## src/rtl/frq_err_pkg.sv

```systemverilog
// Shared types and helpers for the multi-channel frequency error arbiter.
// Helpers work on a fixed 32-bit signed carrier and take the active width as an argument.
package frq_err_pkg;

  typedef enum logic {
    CH_OK  = 1'b0,
    CH_ERR = 1'b1
  } ch_state_e;

  localparam logic [1:0] STEP_P1  = 2'b01;
  localparam logic [1:0] STEP_M1  = 2'b11;
  localparam logic [1:0] STEP_Z   = 2'b00;
  localparam logic [1:0] STEP_ILL = 2'b10;

  localparam int FN_W = 32;

  // Symmetric clamp to +/-(2^(w-1)-1) so the magnitude always fits in w-1 bits.
  function automatic logic signed [FN_W-1:0] sat_add(input logic signed [FN_W-1:0] a,
                                                     input logic signed [FN_W-1:0] b,
                                                     input int w);
    logic signed [FN_W-1:0] lim;
    logic signed [FN_W-1:0] sum;
    lim = $signed((32'd1 << (w - 1)) - 32'd1);
    sum = a + b;
    if (sum > lim) sat_add = lim;
    else if (sum < -lim) sat_add = -lim;
    else sat_add = sum;
  endfunction

  function automatic logic [FN_W-1:0] abs_val(input logic signed [FN_W-1:0] a);
    if (a < 0) abs_val = $unsigned(-a);
    else abs_val = $unsigned(a);
  endfunction

endpackage

```

## src/rtl/frq_err_arb_mc_ch.sv

```systemverilog
// One monitored channel: signed shift accumulator, dirty flag, clean-window
// counter, running/captured peak and the OK/ERR state machine.
module frq_err_ch
  import frq_err_pkg::*;
#(
  parameter int W  = 6,
  parameter int CW = 3
) (
  input  logic          clk,
  input  logic          rst,
  input  logic          en,
  input  logic          win_end,
  input  logic          rot_vld,
  input  logic [1:0]    rot_step,
  input  logic [W-2:0]  rot_max,
  input  logic          sticky,
  input  logic [CW-1:0] clr_cnt,
  input  logic          err_clr,
  output logic          error,
  output logic          err_nxt,
  output logic [W-2:0]  peak
);

  logic signed [W-1:0]    acc_q, acc_d, acc_nxt;
  logic [W-2:0]           mag_nxt, run_q, run_d, run_max, peak_q, peak_d;
  logic                   dirty_q, dirty_d, win_dirty, ill, viol;
  logic [CW-1:0]          clean_q, clean_d;
  logic [CW:0]            clean_inc;
  logic signed [FN_W-1:0] step_ext;
  ch_state_e              state_q, state_d;

  always_comb begin
    ill      = rot_vld && (rot_step == STEP_ILL);
    step_ext = '0;
    if (rot_step == STEP_P1) step_ext = 32'sd1;
    else if (rot_step == STEP_M1) step_ext = -32'sd1;

    acc_nxt   = rot_vld ? W'(sat_add({{(FN_W-W){acc_q[W-1]}}, acc_q}, step_ext, W)) : acc_q;
    mag_nxt   = (W-1)'(abs_val({{(FN_W-W){acc_nxt[W-1]}}, acc_nxt}));
    viol      = (mag_nxt >= rot_max) || ill;
    win_dirty = dirty_q || viol;

    // A step landing on the window-end cycle still counts toward the closing window.
    run_max = (mag_nxt > run_q) ? mag_nxt : run_q;
    acc_d   = win_end ? '0 : acc_nxt;
    dirty_d = win_end ? 1'b0 : win_dirty;
    run_d   = win_end ? '0 : run_max;
    peak_d  = win_end ? run_max : peak_q;

    clean_inc = {1'b0, clean_q} + (CW+1)'(1);
    state_d   = state_q;
    clean_d   = clean_q;
    if (err_clr) begin
      state_d = CH_OK;
      clean_d = '0;
    end else if (state_q == CH_OK) begin
      if (viol) begin
        state_d = CH_ERR;
        clean_d = '0;
      end
    end else if (!sticky && win_end) begin
      if (clr_cnt == '0) begin
        state_d = CH_OK;
      end else if (win_dirty) begin
        clean_d = '0;
      end else if (clean_inc == {1'b0, clr_cnt}) begin
        state_d = CH_OK;
        clean_d = '0;
      end else begin
        clean_d = clean_inc[CW-1:0];
      end
    end
  end

  always_ff @(posedge clk or posedge rst) begin
    if (rst) begin
      acc_q   <= '0;
      dirty_q <= 1'b0;
      run_q   <= '0;
      peak_q  <= '0;
      clean_q <= '0;
      state_q <= CH_OK;
    end else if (en) begin
      acc_q   <= acc_d;
      dirty_q <= dirty_d;
      run_q   <= run_d;
      peak_q  <= peak_d;
      clean_q <= clean_d;
      state_q <= state_d;
    end
  end

  assign error   = (state_q == CH_ERR);
  assign err_nxt = (state_d == CH_ERR);
  assign peak    = peak_q;

endmodule

```

## src/rtl/frq_err_arb_mc.sv

```systemverilog
// Multi-channel frequency error arbiter: shared window timer, per-channel
// monitors, registered any_error and win_done pulse.
module frq_err_arb_mc
  import frq_err_pkg::*;
#(
  parameter int NUM_CH          = 4,
  parameter int ROT_SH_CTR_SIZE = 6,
  parameter int WIN_CNT_SIZE    = 16,
  parameter int CLR_CNT_SIZE    = 3
) (
  input  logic                                  clk,
  input  logic                                  rst,
  input  logic                                  en,
  input  logic [WIN_CNT_SIZE-1:0]               win_len,
  input  logic                                  timeout,
  input  logic [NUM_CH-1:0]                     rot_vld,
  input  logic [2*NUM_CH-1:0]                   rot_step,
  input  logic [ROT_SH_CTR_SIZE-2:0]            rot_max,
  input  logic                                  sticky,
  input  logic [CLR_CNT_SIZE-1:0]               clr_cnt,
  input  logic                                  err_clr,
  output logic [NUM_CH-1:0]                     error,
  output logic                                  any_error,
  output logic                                  win_done,
  output logic [(ROT_SH_CTR_SIZE-1)*NUM_CH-1:0] peak_sh,
  output logic [NUM_CH-1:0]                     dbg_ch_state
);

  localparam int MW = ROT_SH_CTR_SIZE - 1;

  logic [WIN_CNT_SIZE-1:0] win_cnt_q, win_cnt_d;
  logic                    win_end, win_done_q, any_error_q;
  logic [NUM_CH-1:0]       err_nxt;

  // The >= compare closes the window at once if win_len shrinks below the current count.
  always_comb begin
    win_end   = en && (timeout ||
                ((win_len != '0) && (win_cnt_q >= win_len - WIN_CNT_SIZE'(1))));
    win_cnt_d = win_end ? '0 : win_cnt_q + WIN_CNT_SIZE'(1);
  end

  always_ff @(posedge clk or posedge rst) begin
    if (rst) begin
      win_cnt_q   <= '0;
      win_done_q  <= 1'b0;
      any_error_q <= 1'b0;
    end else if (en) begin
      win_cnt_q   <= win_cnt_d;
      win_done_q  <= win_end;
      any_error_q <= |err_nxt;
    end
  end

  for (genvar i = 0; i < NUM_CH; i++) begin : g_ch
    frq_err_ch #(
      .W  (ROT_SH_CTR_SIZE),
      .CW (CLR_CNT_SIZE)
    ) u_ch (
      .clk      (clk),
      .rst      (rst),
      .en       (en),
      .win_end  (win_end),
      .rot_vld  (rot_vld[i]),
      .rot_step (rot_step[2*i +: 2]),
      .rot_max  (rot_max),
      .sticky   (sticky),
      .clr_cnt  (clr_cnt),
      .err_clr  (err_clr),
      .error    (error[i]),
      .err_nxt  (err_nxt[i]),
      .peak     (peak_sh[MW*i +: MW])
    );
  end

  assign win_done     = win_done_q;
  assign any_error    = any_error_q;
  assign dbg_ch_state = error;

endmodule

```

## config.mk

```make
export PLATFORM = sky130hd
export DESIGN_NAME = frq_err_arb_mc
export DESIGN_NICKNAME = d
export VERILOG_FILES = /design/src/rtl/frq_err_pkg.sv /design/src/rtl/frq_err_arb_mc_ch.sv /design/src/rtl/frq_err_arb_mc.sv
export SDC_FILE = /design/constraint.sdc
export NUM_CORES = 1
export LEC_CHECK = 0
export ABC_AREA = 1
export CAP_MARGIN = 25
export CORE_ASPECT_RATIO = 0.8
export CORE_MARGIN = 10
export CORE_UTILIZATION = 60
export CTS_CLUSTER_SIZE = 10
export DETAILED_ROUTE_END_ITERATION = 10
export GPL_TIMING_DRIVEN = 0
export PLACE_DENSITY = 0.81
export SETUP_SLACK_MARGIN = 0.05
export SLEW_MARGIN = 10
export SYNTH_ARGS = -nofsm -noshare
export SYNTH_HDL_FRONTEND = slang
export SYNTH_SLANG_ARGS = --single-unit
```

## constraint.sdc

```tcl
create_clock -name clk -period 6.8 [get_ports clk]
set_clock_uncertainty 0.1 [all_clocks]
set_input_delay 1.02 -clock clk [delete_from_list [all_inputs] [get_ports clk]]
set_output_delay 1.02 -clock clk [all_outputs]
set_load 0.02 [all_outputs]
```

Word-level counts from Yosys, hierarchy flattened. Index checks and enable logic that the tools add are counted.

Bits in registers: 102. Output and inout bits: 30. Word-level logic and storage cells: 212.

Reduce and logical (&&, ||, !) cells: 29. Mux-type cells: 97. Add/sub/neg operators: 14. Equal/unequal tests: 24. Magnitude comparators: 21.

Operators by type and width (number): two-way mux 32 bit (8); adder 6 x 32 -> 32 bit (4); greater-than comparator 32 x 6 -> 1 bit, second input constant (4); < comparator 32 x 6 -> 1 bit, second input constant (4); two-way mux 6 bit (16); two-way mux 3 bit (28); two-way mux 5 bit (12); two-way mux 1 bit (32); < comparator 6 x 1 -> 1 bit, second input constant (4); inequality test 3 bit, second input constant (8); >= comparator 5 bit (4); greater-than comparator 5 bit (4); negation 5 bit (4); adder 16 x 1 -> 16 bit, second input constant (1); adder 3 x 1 -> 4 bit, second input constant (4); equality test 2 bit, second input constant (8); equality test 4 x 3 -> 1 bit (4); >= comparator 16 bit (1); two-way mux 16 bit (1); AND reduction 4 bit (4); nonzero test 16 bit (1); subtractor 16 x 1 -> 16 bit, second input constant (1); nonzero test 3 bit (4); logical OR 1 bit (9); 6 further kinds (15).

Longest topological paths before layout. Gate-level depths: netlist of the first run.

Depth after elaboration: 19. Depth in mapped cells: 43.

Hierarchy. A second synthesis of the first run with hierarchy kept.

Cell total of the unflattened synthesis: 1749. Area, all modules: 11538.6 um^2.

By module, submodules not included: frq_err_ch (g_ch[0].u_ch ...) (cells each 381, times used 3, area an instance 2468.6 um^2, sequential area each 525.5 um^2); frq_err_ch (g_ch[3].u_ch) (cells each 381, times used 1, area an instance 2394.8 um^2, sequential area each 525.5 um^2); frq_err_arb_mc (cells each 225, times used 1, area an instance 1737.9 um^2, sequential area each 450.4 um^2).

Least setup slack after synthesis of the first run. OpenSTA, ideal clock, no wires.

Kind: in2reg. Start: in rot_step[0]. End: reg g_ch[0].u_ch.clean_q[1]. Stages on the path: 39. Slack: 1139 ps. Required time: 6571 ps. Arrival time: 5432 ps. Cells stage by stage: nand2_4 nand2_1 nand2_1 inv_1 ha_1 inv_1 nand2_1 inv_1 nor2_2 nand3_1 nand3_2 ha_1 or2_2 ha_1 nor2_1 nand2_1 nor2_1 nand4_1 [3 not listed] nand3_1 a21oi_2 nand2_1 o21ai_2 nand2_2 a21oi_2 xnor2_1 inv_1 ha_1 nand2_1 nor2_1 a2111oi_0 nand2_1 nand2_1 a31oi_2 and2_1 nand2_1 o21ai_0.

Longest elaborated chain between the ends: 18. Elaborated cells between the ends (all ways): 25. Classes of those cells: add/sub: 2; order compare: 4; eq/ne: 3; mux: 11; reduce/logical: 5.

Ends and longest elaborated chain: start, declared (line frq_err_arb_mc.sv:17) `input logic [2*NUM_CH-1:0] rot_step,`; equality test 2 bit (line frq_err_arb_mc_ch.sv:36) `else if (rot_step == STEP_M1) step_ext = -32'sd1;`; two-way mux 32 bit (line frq_err_arb_mc_ch.sv:36); two-way mux 32 bit (line frq_err_arb_mc_ch.sv:35) `if (rot_step == STEP_P1) step_ext = 32'sd1;`; adder 6 x 32 -> 32 bit (line frq_err_pkg.sv:24) `sum = a + b;`; < comparator 32 x 6 -> 1 bit (line frq_err_pkg.sv:26) `else if (sum < -lim) sat_add = -lim;`; two-way mux 6 bit (line frq_err_pkg.sv:26); two-way mux 6 bit (line frq_err_pkg.sv:25) `if (sum > lim) sat_add = lim;`; two-way mux 6 bit (line frq_err_arb_mc_ch.sv:38) `acc_nxt = rot_vld ? W'(sat_add({{(FN_W-W){acc_q[W-1]}}, acc_q}, step_ext, W)) : acc_q;`; [2 not listed]; >= comparator 5 bit (line frq_err_arb_mc_ch.sv:40) `viol = (mag_nxt >= rot_max) || ill;`; logical OR 1 bit * (line frq_err_arb_mc_ch.sv:40); logical OR 1 bit (line frq_err_arb_mc_ch.sv:41) `win_dirty = dirty_q || viol;`; two-way mux 3 bit (line frq_err_arb_mc_ch.sv:64) `end else if (win_dirty) begin`; two-way mux 3 bit (line frq_err_arb_mc_ch.sv:62) `if (clr_cnt == '0) begin`; two-way mux 3 bit (line frq_err_arb_mc_ch.sv:61) `end else if (!sticky && win_end) begin`; two-way mux 3 bit (line frq_err_arb_mc_ch.sv:56) `end else if (state_q == CH_OK) begin`; two-way mux 3 bit (line frq_err_arb_mc_ch.sv:53) `if (err_clr) begin`; end signal, assigned (line frq_err_arb_mc_ch.sv:88) `clean_q <= clean_d;`; end, declared (line frq_err_arb_mc_ch.sv:27) `logic [CW-1:0] clean_q, clean_d;`.

Every way passes the cells marked *; elsewhere a longest branch is shown, timed or not. The select of a mux whose other input is x is not followed. A chain may end at the register's enable or synchronous reset.

Worst setup path in the final report of the first run.
Start: in rot_step[6]. End: reg g_ch[3].u_ch.run_q[1].

Longest elaborated chain between the ends: 13. Elaborated cells between the ends (all ways): 16. Classes of those cells: add/sub: 2; order compare: 4; eq/ne: 2; mux: 8.

Ends and longest elaborated chain: equality test 2 bit (line frq_err_arb_mc_ch.sv:36); two-way mux 32 bit (line frq_err_arb_mc_ch.sv:36); two-way mux 32 bit * (line frq_err_arb_mc_ch.sv:35); adder 6 x 32 -> 32 bit * (line frq_err_pkg.sv:24); < comparator 32 x 6 -> 1 bit (line frq_err_pkg.sv:26); two-way mux 6 bit (line frq_err_pkg.sv:26); two-way mux 6 bit * (line frq_err_pkg.sv:25); two-way mux 6 bit * (line frq_err_arb_mc_ch.sv:38); negation 5 bit or < comparator 6 x 1 -> 1 bit (tied branches) (line frq_err_pkg.sv:31) `if (a < 0) abs_val = $unsigned(-a);`; two-way mux 5 bit * (line frq_err_pkg.sv:31); greater-than comparator 5 bit (line frq_err_arb_mc_ch.sv:44) `run_max = (mag_nxt > run_q) ? mag_nxt : run_q;`; two-way mux 5 bit * (line frq_err_arb_mc_ch.sv:44); two-way mux 5 bit * (line frq_err_arb_mc_ch.sv:47) `run_d = win_end ? '0 : run_max;`; end signal, assigned (line frq_err_arb_mc_ch.sv:86) `run_q <= run_d;`; end, declared (line frq_err_arb_mc_ch.sv:25) `logic [W-2:0] mag_nxt, run_q, run_d, run_max, peak_q, peak_d;`.

Every way passes the cells marked *; elsewhere a longest branch is shown, timed or not.

==> reports/metrics.cfg, run 1 <==
[logic_synthesis]
ys_seq_area_share_pct = 24.7
synth_seq_cells = 102
yosysUniqueCellTypes = 51
yosys_most_used_dff = dfrtp_1
syn-cell-area_sq_um = 10300
syn_area_per_cell_sq_um = 6.69
synth-edff-count = 0
async_flop_share_pct = 100
postSynthCellCount = 1544
syn_nets = 1692
yosysWarnings = 0

[drt]
detail_route.drc_violations = 0
dr_total_vias = 10400
drt-total-wl_mm = 26.9
first_iter_violations = 904
via_per_inst = 5.60
dr.pass1.iters = 5
wire_per_inst_um = 14.6
drtAntennaViolNets = 0

[critical_path]
cp-startpoint = rot_step[6]
rrSetupSlack_ns = 1.05
critPathKind = in2reg
cp_data_arrival_time_ns = 6.56
critPathMaxStageDelay_ns = 0.52
critical_path.startpoint_type = input pin
crit_path_end_kind = register
crit_end = g_ch[3].u_ch.run_q[1]$_DFFE_PP0P_
path_common_cell = nand2_1
regToRegStartpoint = g_ch[0].u_ch.acc_q[1]$_DFFE_PP0P_
slowest_stage = clkdlybuf4s50_1
worst_ep_required_time_ns = 6.95
r2r-end = g_ch[0].u_ch.clean_q[1]$_DFFE_PP0P_
reg2reg_depth = 39
critPathMaxFanout = 16

[timing]
drv_slew = 0
setup_viol = 0
clock.fmax_ghz = 0.156
rsz0062_at_grt = no
setup_ws_ns = 0.396
tightestPinTransition_ns = 0.852
relSlewSlack_pct = 41.7
hold_viol = 0
setup_tns_ns = 0
hold_slack_ns = 0.378
finalCriticalPeriod_ns = 6.40
period_share_pct = 94.2

[floorplan]
die_w_um = 167
dieHeight_um = 137
io_pins = 72
coreArea_sq_um = 16700
die_area_sq_um = 22900
rows = 42
initial_utilization_pct = 61.8

[global_routing]
gr-usage-all-layers_pct = 22.5
grt_antenna_before_repair = 0
grt_pass1_wl_mm = 44.5
first_global_vias = 9521
grt_max_degree = 58
overflow = 0

[placed_design]
place_hpwl_mm = 21.2
dp_slack_ns = -0.624
io_buffers = 64
dpl_cell_area_sq_um = 11300
place.gp.congestion = 0.944

[min_path]
min_path_type = reg2reg

[cts]
clk_latency_ns = 0.35
cts_root_buffer = clkbuf_16
clk_path_buf_depth = 2
cts_tree = yes
htree_levels = 3
path_clk_slew_ns = 0.07
numCtsBuffers = 9
cts_hold_buf = 0
clkSinkCount = 102

[power]
irDropWorstVdd_mv = 0.283
p_total_mw = 3.07
power_density_nw_per_um2 = 262
p_leak_nw = 6.15

[finish]
fin_nets = 1772
final_cell_mix = nand2_1 (432), inv_1 (171), nand3_1 (147)
n_antenna_cell = 0
final_common_cell = nand2_1
fin_area_sq_um = 11700
drive_gt1_share_pct = 10.3
syn2layout_area_growth_pct = 13.3

[status]
status = finished, final reports clean

[job]
drv_cap = 0

==> worst min path at each step <==
stage,from,end,cells after the start
after floorplan,g_ch[2].u_ch.run_q[1]$_DFFE_PP0P_,g_ch[2].u_ch.run_q[1]$_DFFE_PP0P_,2
after global placement,g_ch[2].u_ch.run_q[3]$_DFFE_PP0P_,g_ch[2].u_ch.run_q[3]$_DFFE_PP0P_,2
final,g_ch[0].u_ch.peak[1]$_DFFE_PP0P_,g_ch[0].u_ch.peak[1]$_DFFE_PP0P_,2
after CTS,g_ch[3].u_ch.peak[4]$_DFFE_PP0P_,g_ch[3].u_ch.peak[4]$_DFFE_PP0P_,2
after detailed placement,g_ch[1].u_ch.peak[2]$_DFFE_PP0P_,g_ch[1].u_ch.peak[2]$_DFFE_PP0P_,2
after global routing,g_ch[0].u_ch.peak[1]$_DFFE_PP0P_,g_ch[0].u_ch.peak[1]$_DFFE_PP0P_,2
==> Yosys cell counts, types with 10 or more instances <==
| cell type | count | area, sq um |
|---|---|---|
| xnor2_1 | 17 | 149 |
| or2_2 | 17 | 106 |
| o21ai_0 | 72 | 360 |
| xor2_1 | 30 | 263 |
| clkbuf_1 | 16 | 60.1 |
| a21oi_1 | 44 | 220 |
| nand4_1 | 20 | 125 |
| o21ai_1 | 12 | 60.1 |
| nor2_1 | 137 | 514 |
| dfrtp_1 | 102 | 2550 |
| inv_2 | 15 | 56.3 |
| nand2_2 | 26 | 163 |
| nand3b_1 | 10 | 75.1 |
| ha_1 | 106 | 1330 |
| inv_1 | 173 | 649 |
| o21ai_2 | 11 | 96.3 |
| o22ai_1 | 25 | 156 |
| nand3_2 | 10 | 100 |
| nand2_1 | 435 | 1630 |
| nand3_1 | 150 | 751 |
| nor3_1 | 24 | 120 |
==> sequential cells by signal, summed over array words and instances (netlist names) <==
register / flops
g_ch.u_ch.acc_q: 24
g_ch.u_ch.peak: 20
win_cnt_q: 16
any_error: 1
g_ch.u_ch.clean_q: 12
g_ch.u_ch.dirty_q: 4
g_ch.u_ch.error: 4
win_done: 1
g_ch.u_ch.run_q: 20
==> repair_timing <==
action,in CTS,in global routing
setup buffers,0,4
pin swaps,0,6
hold endpoints to repair,0,0
endpoints found under the setup margin,6,34
resized for setup,2,23
==> power by group <==
group / switching (mW) / internal, mW / leakage (nW)
Sequential: 0.108 / 0.758 / 1.33
Combinational: 1.04 / 0.622 / 4.68
Clock: 0.248 / 0.290 / 0.145
==> critical path: cells and delay by family <==
family	cells	cell delay, ns
AOI/OAI and AO/OA	3	0.46
adders and majority gates	3	0.80
buffers and inverters	3	0.77
and+or+nand+nor	27	3.48
==> area by class of cell <==
cell class                      instances  area, sq um
Tap cell                              220          275
Fill cell                            1396         5010
Timing Repair Buffer                   69          708
Sequential cell                       102         2550
Inverter                              190          718
Buffer                                 34          201
Clock inverter                          6         71.3
Clock buffer                           10          229
Multi-Input combinational cell       1218         6950
==> cell families after synthesis <==
| kind of cell | after synthesis | synth area share, % |
|---|---|---|
| muxes | 1 | 0.0969 |
| and+or+nand+nor | 875 | 38.8 |
| AOI/OAI and AO/OA | 189 | 10.7 |
| DFF | 102 | 24.7 |
| buffers and inverters | 224 | 8.88 |
| xor gates and xnor gates | 47 | 3.99 |
| adders and majority gates | 106 | 12.8 |
==> routing by layer <==
layer	routed length, um	track usage [%]
met1	12600	30.2
met2	12200	37.5
met3	1650	3.47
met4	521	5.26
met5	0	0
==> per-stage QoR <==
step | util (%) | cells
after floorplan | - | 1544
after global placement | 67.3 | 1828
after detailed placement | 67.5 | 1829
after CTS | 69.3 | 1845
after global routing | 70.0 | 1849
final | 70.0 | 1849
No activity file was read; power rests on OpenSTA's default activity.
==> run 2, diff against run 1 <==
Settings changed: ABC_AREA 1 to default, CTS_BUF_LIST from default to sky130_fd_sc_hd__clkbuf_4 sky130_fd_sc_hd__clkbuf_8.
==> reports/metrics.cfg, run 2 <==
[status]
status = finished, final reports clean

[critical_path]
critPathKind = in2reg
critPathMaxFanout = 5
rrSetupSlack_ns = 0.61
reg2reg_depth = 24
path_common_cell = buf_6
r2r-end = g_ch[1].u_ch.run_q[2]$_DFFE_PP0P_
worst_ep_required_time_ns = 7.04
crit_path_end_kind = register
slowest_stage = or4_4
critical_path.startpoint_type = input pin
critPathMaxStageDelay_ns = 0.43
cp_data_arrival_time_ns = 6.79
regToRegStartpoint = g_ch[1].u_ch.acc_q[4]$_DFFE_PP0P_

[cts]
clk_path_buf_depth = 2
clkSinkCount = 102
htree_levels = 3
numCtsBuffers = 9
path_clk_slew_ns = 0.10
cts_tree = yes
clk_latency_ns = 0.40
cts_root_buffer = clkbuf_8
cts_hold_buf = 0

[global_routing]
gr-usage-all-layers_pct = 24.8
grt_antenna_before_repair = 0
overflow = 0
grt_max_degree = 62
first_global_vias = 9444
grt_pass1_wl_mm = 46.4

[power]
irDropWorstVdd_mv = 0.255
p_int_mw = 1.85
power_density_nw_per_um2 = 269
clkPwrFrac_pct = 14.9
p_leak_nw = 5.25
p_comb_share_pct = 57.6
swShare_pct = 43.6
p_sw_mw = 1.43
p_seq_share_pct = 27.5

[floorplan]
initial_utilization_pct = 61.2
die_area_sq_um = 22500
die_w_um = 165
io_pins = 72
coreArea_sq_um = 16600
dieHeight_um = 136
rows = 42

[timing]
clock.fmax_ghz = 0.153
hold_viol = 0
setup_tns_ns = 0
drv_slew = 0
finalCriticalPeriod_ns = 6.55
setup_viol = 0
relSlewSlack_pct = 47.2
tightestPinTransition_ns = 0.793
period_share_pct = 96.3
rsz0062_at_grt = no
hold_slack_ns = 0.415

[logic_synthesis]
synth_compound_area_share_pct = 24.1
postSynthCellCount = 1244
yosys_most_used_dff = dfrtp_1
synth_seq_cells = 102
syn_area_per_cell_sq_um = 8.15
yosysUniqueCellTypes = 88
synth_top_family_by_area = compound AO/OA/AOI/OAI gates
synthMuxAreaShare_pct = 2.95
yosys.area_share.adder_pct = 13.1
async_flop_share_pct = 100
synth_top_area_share_pct = 25.2
netlist.top_cell.by_area = dfrtp_1
ys_seq_area_share_pct = 25.2
yosysWarnings = 0
synth-edff-count = 0
syn-cell-area_sq_um = 10100
synth.area.top_cells = dfrtp_1 (25%), ha_1 (13%), xnor2_1 (5.3%), o21ai_0 (4.0%), nand2_1 (3.9%)
synth_xor_area_share_pct = 6.39
syn_nets = 1392
synth-simple-area-share_pct = 22.5
synth_top_cells_by_count = ha_1 (106), nand2_1 (106), dfrtp_1 (102)

[finish]
final_common_cell = nand2_1
fin_nets = 1508
drive_gt1_share_pct = 15.4
finalNonFillerCells = 1585
top_register = g_ch.u_ch.acc_q
fin_area_sq_um = 12200
fillers = 1232
n_antenna_cell = 0
syn2layout_area_growth_pct = 20.3
final_cell_mix = nand2_1 (104), dfrtp_1 (102), ha_1 (99)
largest_register_ffs = 24

[min_path]
hold_path.startpoint = g_ch[1].u_ch.peak[2]$_DFFE_PP0P_
min_path_type = reg2reg
min_to = g_ch[1].u_ch.peak[2]$_DFFE_PP0P_
holdPathStages = 2

[drt]
wire_per_inst_um = 18.5
drtAntennaViolNets = 0
via_per_inst = 6.47
drt-total-wl_mm = 29.3
dr_total_vias = 10200
detail_route.drc_violations = 0
dr.pass1.iters = 5
first_iter_violations = 1242

[placed_design]
dpl_cell_area_sq_um = 11100
place.gp.congestion = 0.945
place_hpwl_mm = 20.9
io_buffers = 65
dp_cells = 1530

[job]
drv_cap = 0

-- run 2: area by class of cell --
cell class                      count  area, sq um  share of cell area (%)
Buffer                             58          314                    2.57
Clock buffer                        9          124                    1.02
Clock inverter                      7          126                    1.04
Inverter                           76          288                    2.36
Multi-Input combinational cell   1007         7550                    61.9
Sequential cell                   102         2550                    20.9
Tap cell                          220          275                    2.26
Timing Repair Buffer              106          965                    7.91
-- run 2: cell families (layout without fill, tap and decap cells) --
group | after synthesis | in the layout
compound gates | 356 | 356
xor+xnor | 74 | 74
fa+ha+maj | 106 | 106
buf+inv | 135 | 256
flops | 102 | 102
mux | 29 | 29
simple gates | 442 | 442
-- run 2: worst max path at each step --
stage	start	endpoint	slack, ns	cells after the start
floorplan	rot_step[1]	any_error$_DFFE_PP0P_	0.07	27
global placement	rot_step[6]	g_ch[3].u_ch.clean_q[2]$_DFFE_PP0P_	-1.31	28
detailed placement	rot_step[6]	g_ch[3].u_ch.clean_q[2]$_DFFE_PP0P_	-1.46	28
CTS	rot_step[0]	g_ch[0].u_ch.clean_q[2]$_DFFE_PP0P_	0.07	28
global route	rot_step[0]	g_ch[0].u_ch.clean_q[2]$_DFFE_PP0P_	0.02	29
finish	rot_step[0]	g_ch[0].u_ch.run_q[2]$_DFFE_PP0P_	0.25	28
-- run 2: what timing repair did --
| item | CTS | global route |
|---|---|---|
| gates resized for setup | 66 | 69 |
| pin swaps | 16 | 34 |
| endpoints found under the setup margin | 57 | 55 |
| endpoints found under the hold margin | 0 | 0 |
| setup buffers | 19 | 21 |
-- run 2: critical path, delay by kind of cell --
kind	cells	cell delay [ns]
compound gates	7	1.56
xor+xnor	2	0.27
fa+ha+maj	3	0.85
simple gates	10	2.16
buf+inv	5	0.73
mux	1	0.19
-- run 2: per-stage QoR --
step | setup slack [ns] | util [%] | power [mW]
floorplan | 0.0669 | - | 2.04
global route | 0.0193 | 73.7 | 3.49
finish | 0.251 | 73.7 | 3.28
detailed placement | -1.46 | 67.1 | 2.51
CTS | 0.0715 | 71.2 | 3.14
global placement | -1.31 | 67.0 | 2.46
-- run 2: power by group through the flow --
stage	combinational (mW)	clock, mW	sequential (mW)
3_3_place_gp	1.57	0	0.895
6_report	1.89	0.490	0.902
5_1_grt	2.06	0.515	0.919
4_1_cts	1.76	0.494	0.891
3_5_place_dp	1.61	0	0.898
2_1_floorplan	1.11	0	0.926
-- run 2: metal layers --
layer | global-route usage, % | share of wire [%] | up-vias
met1 | 34.8 | 45 | 4937
met2 | 38.6 | 45 | 419
met5 | 0 | 0 | -
li1 | - | - | 4853
met3 | 4.47 | 7.7 | 39
met4 | 5.79 | 1.5 | 0
